$ cat src/rtl/uart_rx.sv
// UART 8N1 receiver: recovers bytes from an asynchronous serial line.
// Latency: strobe 3 + HALF_CNT + 9*BAUD_CNT clocks after the start-bit falling edge.
// No backpressure: rx_done/rx_err are single-cycle strobes; rx_data holds the last good byte.
module uart_rx #(
   parameter int CLK_FREQ = 50_000_000,
   parameter int BAUD     = 9600
) (
   input  logic       clk,
   input  logic       rst,
   input  logic       rx,
   output logic [7:0] rx_data,
   output logic       rx_done,
   output logic       rx_err,
   output logic       rx_busy
);

   localparam int BAUD_CNT = CLK_FREQ / BAUD;
   localparam int HALF_CNT = BAUD_CNT / 2;
   localparam int CNT_W    = (BAUD_CNT > 2) ? $clog2(BAUD_CNT) : 1;

   localparam logic [CNT_W-1:0] LAST_BIT  = CNT_W'(BAUD_CNT - 1);
   localparam logic [CNT_W-1:0] LAST_HALF = CNT_W'(HALF_CNT - 1);

   typedef enum logic [1:0] {
      IDLE  = 2'd0,
      START = 2'd1,
      DATA  = 2'd2,
      STOP  = 2'd3
   } state_t;

   state_t           state_q;
   logic             sync1_q;
   logic             sync_q;
   logic             sync_prev_q;
   logic [1:0]       vld_q;
   logic             arm_q;
   logic [CNT_W-1:0] cnt_q;
   logic [CNT_W-1:0] cnt_d;
   logic [2:0]       bit_q;
   logic [7:0]       shift_q;
   logic [7:0]       data_q;
   logic             done_q;
   logic             err_q;
   logic             busy_q;
   logic             start_edge;

   // Synchroniser, edge history, and an arm flag. The synchroniser resets to
   // idle-high, so releasing reset while the line is low would otherwise look
   // like a start edge in the middle of a frame. arm_q stays low until a real
   // (post-reset) high sample has passed through, discarding that partial frame.
   always_ff @(posedge clk or negedge rst) begin
      if (!rst) begin
         sync1_q     <= 1'b1;
         sync_q      <= 1'b1;
         sync_prev_q <= 1'b1;
         vld_q       <= 2'b00;
         arm_q       <= 1'b0;
      end else begin
         sync1_q     <= rx;
         sync_q      <= sync1_q;
         sync_prev_q <= sync_q;
         vld_q       <= {vld_q[0], 1'b1};
         arm_q       <= arm_q | (vld_q[1] & sync_q);
      end
   end

   assign start_edge = arm_q & sync_prev_q & ~sync_q;
   assign cnt_d      = cnt_q + CNT_W'(1);

   // Frame FSM: half-bit wait to the start-bit centre, then one sample per bit period.
   always_ff @(posedge clk or negedge rst) begin
      if (!rst) begin
         state_q <= IDLE;
         cnt_q   <= '0;
         bit_q   <= '0;
         shift_q <= '0;
         data_q  <= '0;
         done_q  <= 1'b0;
         err_q   <= 1'b0;
         busy_q  <= 1'b0;
      end else begin
         done_q <= 1'b0;
         err_q  <= 1'b0;
         case (state_q)
            IDLE: begin
               cnt_q <= '0;
               if (start_edge) begin
                  state_q <= START;
                  busy_q  <= 1'b1;
               end
            end
            START: begin
               if (cnt_q == LAST_HALF) begin
                  cnt_q <= '0;
                  bit_q <= '0;
                  if (sync_q) begin
                     // Line already high again at mid start bit: a glitch.
                     state_q <= IDLE;
                     busy_q  <= 1'b0;
                  end else begin
                     state_q <= DATA;
                  end
               end else begin
                  cnt_q <= cnt_d;
               end
            end
            DATA: begin
               if (cnt_q == LAST_BIT) begin
                  cnt_q   <= '0;
                  shift_q <= {sync_q, shift_q[7:1]};
                  bit_q   <= bit_q + 3'd1;
                  if (bit_q == 3'd7) begin
                     state_q <= STOP;
                  end
               end else begin
                  cnt_q <= cnt_d;
               end
            end
            STOP: begin
               if (cnt_q == LAST_BIT) begin
                  // Leave at mid stop bit so a back-to-back start bit is caught.
                  cnt_q   <= '0;
                  state_q <= IDLE;
                  busy_q  <= 1'b0;
                  if (sync_q) begin
                     data_q <= shift_q;
                     done_q <= 1'b1;
                  end else begin
                     err_q <= 1'b1;
                  end
               end else begin
                  cnt_q <= cnt_d;
               end
            end
            default: begin
               state_q <= IDLE;
               busy_q  <= 1'b0;
               cnt_q   <= '0;
            end
         endcase
      end
   end

   assign rx_data = data_q;
   assign rx_done = done_q;
   assign rx_err  = err_q;
   assign rx_busy = busy_q;

endmodule
$ cat config.mk
export PLATFORM = sky130hd
export DESIGN_NAME = uart_rx
export DESIGN_NICKNAME = d
export VERILOG_FILES = /design/src/rtl/uart_rx.sv
export SDC_FILE = /design/constraint.sdc
export NUM_CORES = 1
export LEC_CHECK = 0
export BUFFER_PORTS_ARGS = -buffer_cell sky130_fd_sc_hd__buf_2
export CORE_ASPECT_RATIO = 0.5
export CORE_MARGIN = 3
export CORE_UTILIZATION = 53
export DETAILED_ROUTE_END_ITERATION = 8
export PLACE_DENSITY = 0.76
export SLEW_MARGIN = 20
export SYNTH_ARGS = -nofsm -noshare
export SYNTH_HDL_FRONTEND = slang
export SYNTH_SLANG_ARGS = --single-unit
$ cat constraint.sdc
create_clock -name clk -period 2 [get_ports clk]
set_input_delay 0.1 -clock clk [delete_from_list [all_inputs] [get_ports clk]]
set_output_delay 0.1 -clock clk [all_outputs]
set_load 0.005 [all_outputs]
==> metrics.cfg, run 1 <==
[status]
status = finished with violations
violations = setup timing

[layout]
drive_above_1_share_pct = 36.1
instances_no_fill = 231
layout.nets = 188
diodes = 0
final_area_um2 = 2290
final_cell_mix = dfrtp_1, buf_4, nor2_1, buf_2, mux2_4
syn_to_final_growth_pct = 21.9
final_common_cell = dfrtp_1

[synthesis]
synth_cell_types = 40
yosysTopAreaCell = dfrtp_1
synthCells = 148
synth_fp_nets = 154
syn_area_um2 = 1880
ys_ff_latch = 43
seq_area_frac_synth_pct = 57.3
synth_warnings = 0
avgSynthCellArea_um2 = 12.7
synth_top_area_share_pct = 53.2
yosys-top-cells-area = dfrtp_1, mux2_2, mux2_4, dfstp_2, nor2_1

[pwr]
leakagePower_uw = 0.00115
powerDensity_nw_per_um2 = 894
netSwitchingPower_uw = 481
netSwitchingFraction_pct = 23.4
vdd_drop_max_mv = 0.487
share_comb_of_total_power_pct = 13.9
power_frac_seq_pct = 48.0
clock_power_share_pct = 38.1
internal_power_uw = 1570

[floorplan]
dieHeight_um = 48.2
io_pins = 14
fp.dieW_um = 90.3
start_util_pct = 59.1
dieArea_um2 = 4350
num_rows = 14
core_area_um2 = 3190

[global_routing]
grt-ovfl-total = 0
grt_max_degree = 20
grtUsageTotal_pct = 17.8
antenna_found_initial = 0
grt_pass1_wl_um = 5890
grt_pass1_vias = 1210

[drt]
drt_pass1_iterations = 4
ant_nets = 0
viasPerCell = 5.32
wl_met1_um = 1610
drt_wl_total_um = 3380
dr.first_iter.drc_count = 44
wire_per_inst_um = 14.6
topRoutingLayerUsed = met3
drcViolationCount = 0
wl_met3_um = 134
met2_length_um = 1630
vias = 1230

[clocking]
clock_latency_ns = 0.29
numClockSinks = 43
cts_tree = done
root_buffer = clkbuf_8
cts_buffers = 5
cts.clk_slew.worst_paths_ns = 0.08
cts_max_level = 2
clockBufferDepth = 2

[sta]
setup_viol = 8
period_share_pct = 101
period_needed_ns = 2.02
drv_slew = 0
max_freq_ghz = 0.495
skew_ns = 0.00818
holdWs_ns = 0.172
rsz0062_at_grt = yes
setup_ws_ns = -0.0190
final-hold-violation-count = 0

[placement]
hpwl_um = 2310
place_ws_ns = -0.118
dp.cells = 218
gp_congestion = 0.866
place_area_um2 = 2080
io_buffers = 13

[flow_run]
max-cap-violations = 0

[min_path]
hold_class = in -> async

[setup_path]
startpoint_type = register
crit_required_ns = 2.18
critical_path.max_stage_delay_ns = 0.54
path_class = reg -> reg
path_cells = or4b_4, or3_4, nor2_8, mux2_2
cp_max_fo = 5
critPathSlowestCell = or4b_4
rr_startpoint = cnt_q[3]
crit_arrival_ns = 2.20
critical_path.top_delay_family = simple AND/OR/NAND/NOR gates
rrSetupSlack_ns = -0.02
reg2reg_to = rx_data[6]
reg2regPathDepth = 4
crit_buf_inv = 0
end_kind = register

[per-layer routing]
metal,track usage [%],up-vias
met1,23.2,624
met3,5.08,0
met2,31.2,20
li1,-,586
met5,0,-
met4,3.95,0
[worst max-delay path by stage]
stage	startpoint	slack, ns	to	cells past startpoint
after floorplan	cnt_q[3]	-0.06	rx_data[0]	6
after global placement	cnt_q[11]	-0.06	rx_data[4]	4
after detailed placement	cnt_q[11]	-0.12	rx_data[3]	4
after CTS	cnt_q[8]	-0.008	shift_q[7]	3
after global routing	cnt_q[0]	-0.07	rx_data[6]	5
final	cnt_q[3]	-0.02	rx_data[6]	4
[what timing repair did]
| item | 4_1_cts | 5_1_grt |
|---|---|---|
| gates resized for setup | 1 | 9 |
| cloned | 1 | 0 |
| buffers inserted | 0 | 2 |
| hold buffers | 2 | 0 |
| pin swaps | 5 | 1 |
| setup endpoints to repair | 18 | 18 |
| endpoints found under the hold margin | 41 | 0 |
[power groups by stage]
stage / logic, uW / registers [uW] / clock network, uW
3_3_place_gp: 260 / 997 / 0
4_1_cts: 269 / 985 / 793
3_5_place_dp: 264 / 1000 / 0
2_1_floorplan: 185 / 990 / 0
5_1_grt: 319 / 997 / 843
6_report: 285 / 985 / 781
[layout make-up]
cell class                      count  area (um^2)
Multi-Input combinational cell     99          806
Sequential cell                    43         1080
Tap cell                           48         60.1
Fill cell                         235          893
Timing Repair Buffer               32          213
Inverter                            1         3.75
Clock buffer                        6         72.6
Clock inverter                      2         60.1
[through the flow]
step                      util (%)  total power, uW  setup TNS [ns]
final                         72.0             2050         -0.0665
after global routing          72.0             2160          -0.704
after CTS                     70.5             2050         -0.0425
after detailed placement      65.2             1270           -1.08
after global placement        65.2             1260          -0.446
after floorplan                  -             1180          -0.639
[kinds of logic after synthesis]
| logic type | synth area share (%) |
|---|---|
| XOR/XNOR | 5.12 |
| AND/OR/NAND/NOR | 16.3 |
| adder cells (fa/ha/maj) | 1.99 |
| other | 0.199 |
| AO/OA/AOI/OAI | 5.25 |
| multiplexers | 11.3 |
| buffers and inverters | 2.46 |
| flip-flops | 57.3 |
[registers in the layout, indices dropped and copies added (netlist names), named ones only]
signal       count
rx_busy          1
rx_done          1
sync1_q          1
sync_q           1
rx_data          8
bit_q            3
sync_prev_q      1
state_q          1
vld_q            2
shift_q          8
arm_q            1
rx_err           1
cnt_q           13
[synth_stat cells]
cell type  number
nor2b_1         3
or4b_1          2
buf_6           2
and4_1          2
o21ai_0         3
a21oi_1         1
nor4bb_1        2
or3_1           1
nor4b_1         1
o22ai_1         1
nor3_1          2
clkbuf_1        2
mux2i_1         1
nor4_1          1
o21a_1          1
nor3b_1         1
dfrtp_1        40
nor2_1         17
mux2_2         10
nand2_1         6
mux2_4          6
nand2b_1        1
dfstp_2         3
nand3_1         5
inv_1           1
a21o_1          3
conb_1          1
or4_4           1
ha_1            3
buf_4           1
a22oi_2         1
xor2_1          6
buf_2           1
xnor2_1         5
and2_1          1
nor2_8          1
o211ai_1        1
o221a_2         2
and3_1          1
nand4_1         5
Power figures use the tool's default switching activity.
==> run 2: changes to the inputs <==
--- a/config.mk
+++ b/config.mk
@@ -5,12 +5,15 @@
 export SDC_FILE = /design/constraint.sdc
 export NUM_CORES = 1
 export LEC_CHECK = 0
+export ABC_AREA = 1
 export BUFFER_PORTS_ARGS = -buffer_cell sky130_fd_sc_hd__buf_2
 export CORE_ASPECT_RATIO = 0.5
 export CORE_MARGIN = 3
 export CORE_UTILIZATION = 53
+export CTS_CLUSTER_DIAMETER = 50
 export DETAILED_ROUTE_END_ITERATION = 8
 export PLACE_DENSITY = 0.76
+export SETUP_SLACK_MARGIN = 0.05
 export SLEW_MARGIN = 20
 export SYNTH_ARGS = -nofsm -noshare
 export SYNTH_HDL_FRONTEND = slang
==> run 2 against run 1 <==
  * The run now ends clean
  * Setup slack better by 0.34 ns
  * First-iteration DRC count increased by 57%
  * Register-to-register slack improved by 0.34 ns
  * Sequential power is essentially flat
  * Critical endpoint is now shift_q[0]
  * Largest cell class unchanged
==> metrics.cfg, run 2 <==
[synthesis]
synthCells = 220
synth.most_common_cell = nand2_1
ys_ff_latch = 43
avgSynthCellArea_um2 = 9.03
synth_cell_types = 29
yosysTopAreaCell = dfrtp_1
async_reset_ff_share_pct = 100
synth_top_area_share_pct = 50.4
yosys-top-cells-area = dfrtp_1, nand2_1, inv_1, dfstp_2, nor2_1
syn_area_um2 = 1990
seq_area_frac_synth_pct = 54.3
synth_edf_count = 0
synth_common_cells = nand2_1, dfrtp_1, inv_1, nor2_1, o21ai_0
synth_warnings = 0
synth_top_flop_cell = dfrtp_1
synth_fp_nets = 226

[floorplan]
dieArea_um2 = 4560
num_rows = 15
start_util_pct = 56.6
core_area_um2 = 3510
fp.dieW_um = 92.6
dieHeight_um = 49.3
io_pins = 14

[setup_path]
crit_arrival_ns = 1.86
path_class = reg -> reg
critical_path.max_stage_delay_ns = 0.38
startpoint_type = register
end_kind = register
cp_max_fo = 17
critical_path.top_delay_family = simple AND/OR/NAND/NOR gates
crit_buf_inv = 2
path_cells = ha_1, nand2_2, inv_2, nand2_2, nor2_4, nand2_4, nor2_4, inv_1, nand2_1, o21ai_1
critPathSlowestCell = dfrtp_1
crit_required_ns = 2.18

[clocking]
root_buffer = clkbuf_8
numClockSinks = 43
cts.clk_slew.worst_paths_ns = 0.09
ctsResizeCount = 0
cts_buffers = 5
cts_max_level = 2
postCtsSetupRepairBufs = 0
clock_latency_ns = 0.30
clockBufferDepth = 2
cts_tree = done

[sta]
max_freq_ghz = 0.596
final-hold-violation-count = 0
setup_ws_ns = 0.322
setup_viol = 0
rsz0062_at_grt = no
finalSetupTns_ns = 0
drv_slew = 0
period_needed_ns = 1.68
period_share_pct = 83.9
skew_ns = 0.00939

[layout]
regMostFlops = cnt_q
largest_reg_flops = 13
drive_above_1_share_pct = 23.5
final_area_um2 = 2220
diodes = 0
instances_no_fill = 294
syn_to_final_growth_pct = 11.6
layout.nets = 248
final_common_cell = nand2_1
final_cell_mix = nand2_1, dfrtp_1, inv_1, nor2_1

[pwr]
powerDensity_nw_per_um2 = 879
leakagePower_uw = 0.00108
p_total_uw = 1950
vdd_drop_max_mv = 0.529

[flow_run]
max-cap-violations = 0

[placement]
dp.cells = 284
place_ws_ns = 0.333
io_buffers = 13
gp_congestion = 0.902
hpwl_um = 2570
place_area_um2 = 2110

[drt]
drt_wl_total_um = 3510
viasPerCell = 4.85
drt_pass1_iterations = 4
vias = 1426
drcViolationCount = 0
wire_per_inst_um = 11.9
dr.first_iter.drc_count = 69
ant_nets = 0

[status]
status = complete, no violations

[global_routing]
grt_max_degree = 22
antenna_found_initial = 0
grtUsageTotal_pct = 18.3
grt-ovfl-total = 0
grt_pass1_vias = 1459
grt_pass1_wl_um = 6510

[min_path]
hold_class = in -> async

run 2: cell count changes in the layout (fill, tap and decap cells not counted), moves of 4 or more:
cell / delta
nand2_1: +48
mux2_4: -12
inv_2: +6
o21ai_2: +7
inv_1: +26
mux2_2: -4
buf_4: -15
xnor2_1: -5
xor2_1: -5
nor2_1: +4
o21ai_0: +10
nand2_2: +6
run 2: stage by stage:
step / hold slack (ns) / util, %
2_1_floorplan: -0.196 / -
3_3_place_gp: 0.0736 / 60.1
3_5_place_dp: 0.0899 / 60.1
4_1_cts: 0.300 / 63.2
5_1_grt: 0.317 / 63.2
6_report: 0.284 / 63.2
run 2: final timing paths:
kind / startpoint / end / slack (ns) / depth (start not counted)
setup / recovery: cnt_q[0] / shift_q[0] / 0.32 / 10
hold reg to reg: vld_q[0] / vld_q[1] / 0.35 / 0
setup reg to reg: cnt_q[0] / shift_q[0] / 0.32 / 10
hold / removal: rst / cnt_q[7] / 0.28 / 2
max in group asynchronous: rst / sync1_q / 1.09 / 3
min in group clk: vld_q[0] / vld_q[1] / 0.35 / 0
run 2: repair_timing:
| action | 4_1_cts | 5_1_grt |
|---|---|---|
| hold endpoints to repair | 20 | 0 |
| hold buffers | 2 | 0 |
| endpoints found under the setup margin | 0 | 0 |
run 2: report_power, final:
group          switching, uW  total (uW)  internal, uW
Clock                    305         548           243
Sequential              52.5         986           933
Combinational            291         415           124
run 2: cell type report:
cell class / instances / area, um^2
repair buffers: 17 / 100
clock buffers: 5 / 68.8
fillers: 302 / 1290
well taps: 51 / 63.8
clock inverters: 3 / 20.0
flip-flops and latches: 43 / 1080
multi-input cells: 141 / 757
inverters: 34 / 128
run 2: cells by family after synthesis:
family | synth area share, %
xor gates and xnor gates | 0.441
and+or+nand+nor | 27.3
AOI/OAI and AO/OA | 8.31
buffers and inverters | 7.56
adders and majority gates | 1.89
other | 0.189
DFF | 54.3
run 2: routing by layer:
layer	GRT usage, %	vias up	part of all wire [%]
met3	5.08	6	2.9
met2	30.6	13	49
met4	5.91	0	1.2
li1	-	732	-
met5	0	-	0
met1	23.0	675	47
==> run 3: changes to the inputs <==
--- a/config.mk
+++ b/config.mk
@@ -9,7 +9,7 @@
 export BUFFER_PORTS_ARGS = -buffer_cell sky130_fd_sc_hd__buf_2
 export CORE_ASPECT_RATIO = 0.5
 export CORE_MARGIN = 3
-export CORE_UTILIZATION = 53
+export CORE_UTILIZATION = 55
 export CTS_CLUSTER_DIAMETER = 50
 export DETAILED_ROUTE_END_ITERATION = 8
 export PLACE_DENSITY = 0.76
==> constraint.sdc (replaced) <==
create_clock -name clk -period 1.74 [get_ports clk]
set_input_delay 0.087 -clock clk [delete_from_list [all_inputs] [get_ports clk]]
set_output_delay 0.087 -clock clk [all_outputs]
set_load 0.005 [all_outputs]
==> run 3 against run 2 <==
  * Routed wire length increased by 2.5%
  * Register-to-register slack lost 0.12 ns
  * Clock power increased by 24%
  * Flip-flop and latch count stayed put
  * Critical path type unchanged
  * Setup slack got worse by 0.12 ns
  * Non-clock buffer count unchanged
  * First-iteration DRC count grew 13%
==> metrics.cfg, run 3 (synthesized netlist as in run 2, its figures left out) <==
[setup_path]
cp_max_fo = 14
rr_startpoint = cnt_q[0]
rrSetupSlack_ns = 0.20
reg2regPathDepth = 10
crit_arrival_ns = 1.76
crit_required_ns = 1.96
end_kind = register
reg2reg_to = shift_q[7]
startpoint_type = register
path_class = reg -> reg

[flow_run]
max-cap-violations = 0

[clocking]
cts_tree = done
cts_max_level = 2
clockBufferDepth = 2
numClockSinks = 43
root_buffer = clkbuf_8
clock_latency_ns = 0.29
postCtsSetupRepairBufs = 0
cts_buffers = 5
cts.clk_slew.worst_paths_ns = 0.08

[sta]
period_share_pct = 88.5
worst_pin_slew_ns = 0.525
maxSlewHeadroom_pct = 65.0
holdWs_ns = 0.355
max_freq_ghz = 0.650
setup_viol = 0
drv_slew = 0
final-hold-violation-count = 0
finalSetupTns_ns = 0
period_needed_ns = 1.54
skew_ns = 0.00394
rsz0062_at_grt = no

[global_routing]
grt_max_degree = 44
grtUsageTotal_pct = 17.3
grt-ovfl-total = 0
grt_pass1_wl_um = 6110
grt_pass1_vias = 1455
antenna_found_initial = 0

[drt]
drt_pass1_iterations = 4
viasPerCell = 5.15
vias = 1505
dr.first_iter.drc_count = 78
ant_nets = 0
drcViolationCount = 0
drt_wl_total_um = 3590
wire_per_inst_um = 12.3

[layout]
drive_above_1_share_pct = 24.6
diodes = 0
regMostFlops = cnt_q
final_cell_mix = nand2_1, dfrtp_1, inv_1, nor2_1
layout.nets = 249
final_common_cell = nand2_1
largest_reg_flops = 13
final_area_um2 = 2250
syn_to_final_growth_pct = 13.4

[min_path]
worstHoldStart = vld_q[0]
holdPathStages = 0
hold_class = reg -> reg
worstHoldEndpoint = vld_q[1]

[pwr]
netSwitchingPower_uw = 759
netSwitchingFraction_pct = 33.0
internal_power_uw = 1540
powerDensity_nw_per_um2 = 1020
p_total_uw = 2300
clock_power_share_pct = 29.6
leakagePower_uw = 0.00108
share_comb_of_total_power_pct = 21.1
power_frac_seq_pct = 49.3
vdd_drop_max_mv = 0.770

[floorplan]
fp.dieW_um = 91
io_pins = 14
dieHeight_um = 48.5
dieArea_um2 = 4410
start_util_pct = 61.6
core_area_um2 = 3220
num_rows = 14

[placement]
hpwl_um = 2440
place_area_um2 = 2100
gp_congestion = 0.867
io_buffers = 13

[status]
status = complete, no violations

==> run 3: routing by layer <==
metal	part of all wire (%)	wire length (um)	up-vias	track usage (%)
met5	0	0	-	0
met4	1.4	50	0	7.25
met3	5.0	181	7	5.73
met2	47	1690	37	28.4
met1	46	1670	718	21.3
li1	-	-	743	-
==> run 3: critical path: stages, from the launching register on <==
cell,delay (ns)
dfrtp_1,0.38
ha_2,0.21
nand2_2,0.07
inv_2,0.08
nand2_2,0.06
nor2_4,0.13
nand2_4,0.07
nor2_4,0.12
buf_4,0.20
nand2_1,0.06
o21ai_1,0.08
==> run 3: cell type report <==
type / count / area [um^2]
clock buffers: 6 / 82.6
clock inverters: 2 / 16.3
fillers: 253 / 970
inverters: 34 / 128
multi-input cells: 142 / 787
flip-flops and latches: 43 / 1080
well taps: 48 / 60.1
repair buffers: 17 / 100
==> run 3: power groups by stage <==
stage / combinational, uW / sequential [uW] / clock [uW]
2_1_floorplan: 352 / 1140 / 0
3_3_place_gp: 456 / 1150 / 0
3_5_place_dp: 468 / 1150 / 0
4_1_cts: 472 / 1130 / 688
5_1_grt: 548 / 1150 / 741
6_report: 485 / 1130 / 680
==> run 3: stage by stage <==
stage / instances / setup slack (ns) / util (%)
after floorplan: 220 / 0.301 / -
after global placement: 281 / 0.217 / 65.3
after detailed placement: 281 / 0.150 / 65.3
after CTS: 291 / 0.125 / 69.0
after global routing: 292 / 0.0519 / 69.9
final: 292 / 0.201 / 69.9
==> run 3: worst max path at each step <==
stage | cells after the start | slack [ns] | start | endpoint
CTS | 10 | 0.12 | cnt_q[0] | rx_data[7]
finish | 10 | 0.20 | cnt_q[0] | shift_q[7]
global placement | 10 | 0.22 | cnt_q[0] | rx_data[5]
global route | 10 | 0.05 | cnt_q[0] | shift_q[2]
floorplan | 11 | 0.30 | cnt_q[0] | rx_data[2]
detailed placement | 10 | 0.15 | cnt_q[0] | rx_data[7]
==> run 3: timing repair <==
| item | in CTS | in global routing |
|---|---|---|
| setup endpoints to repair | 0 | 11 |
| resized for setup | 0 | 4 |
| hold buffers | 2 | 0 |
| endpoints found under the hold margin | 41 | 0 |
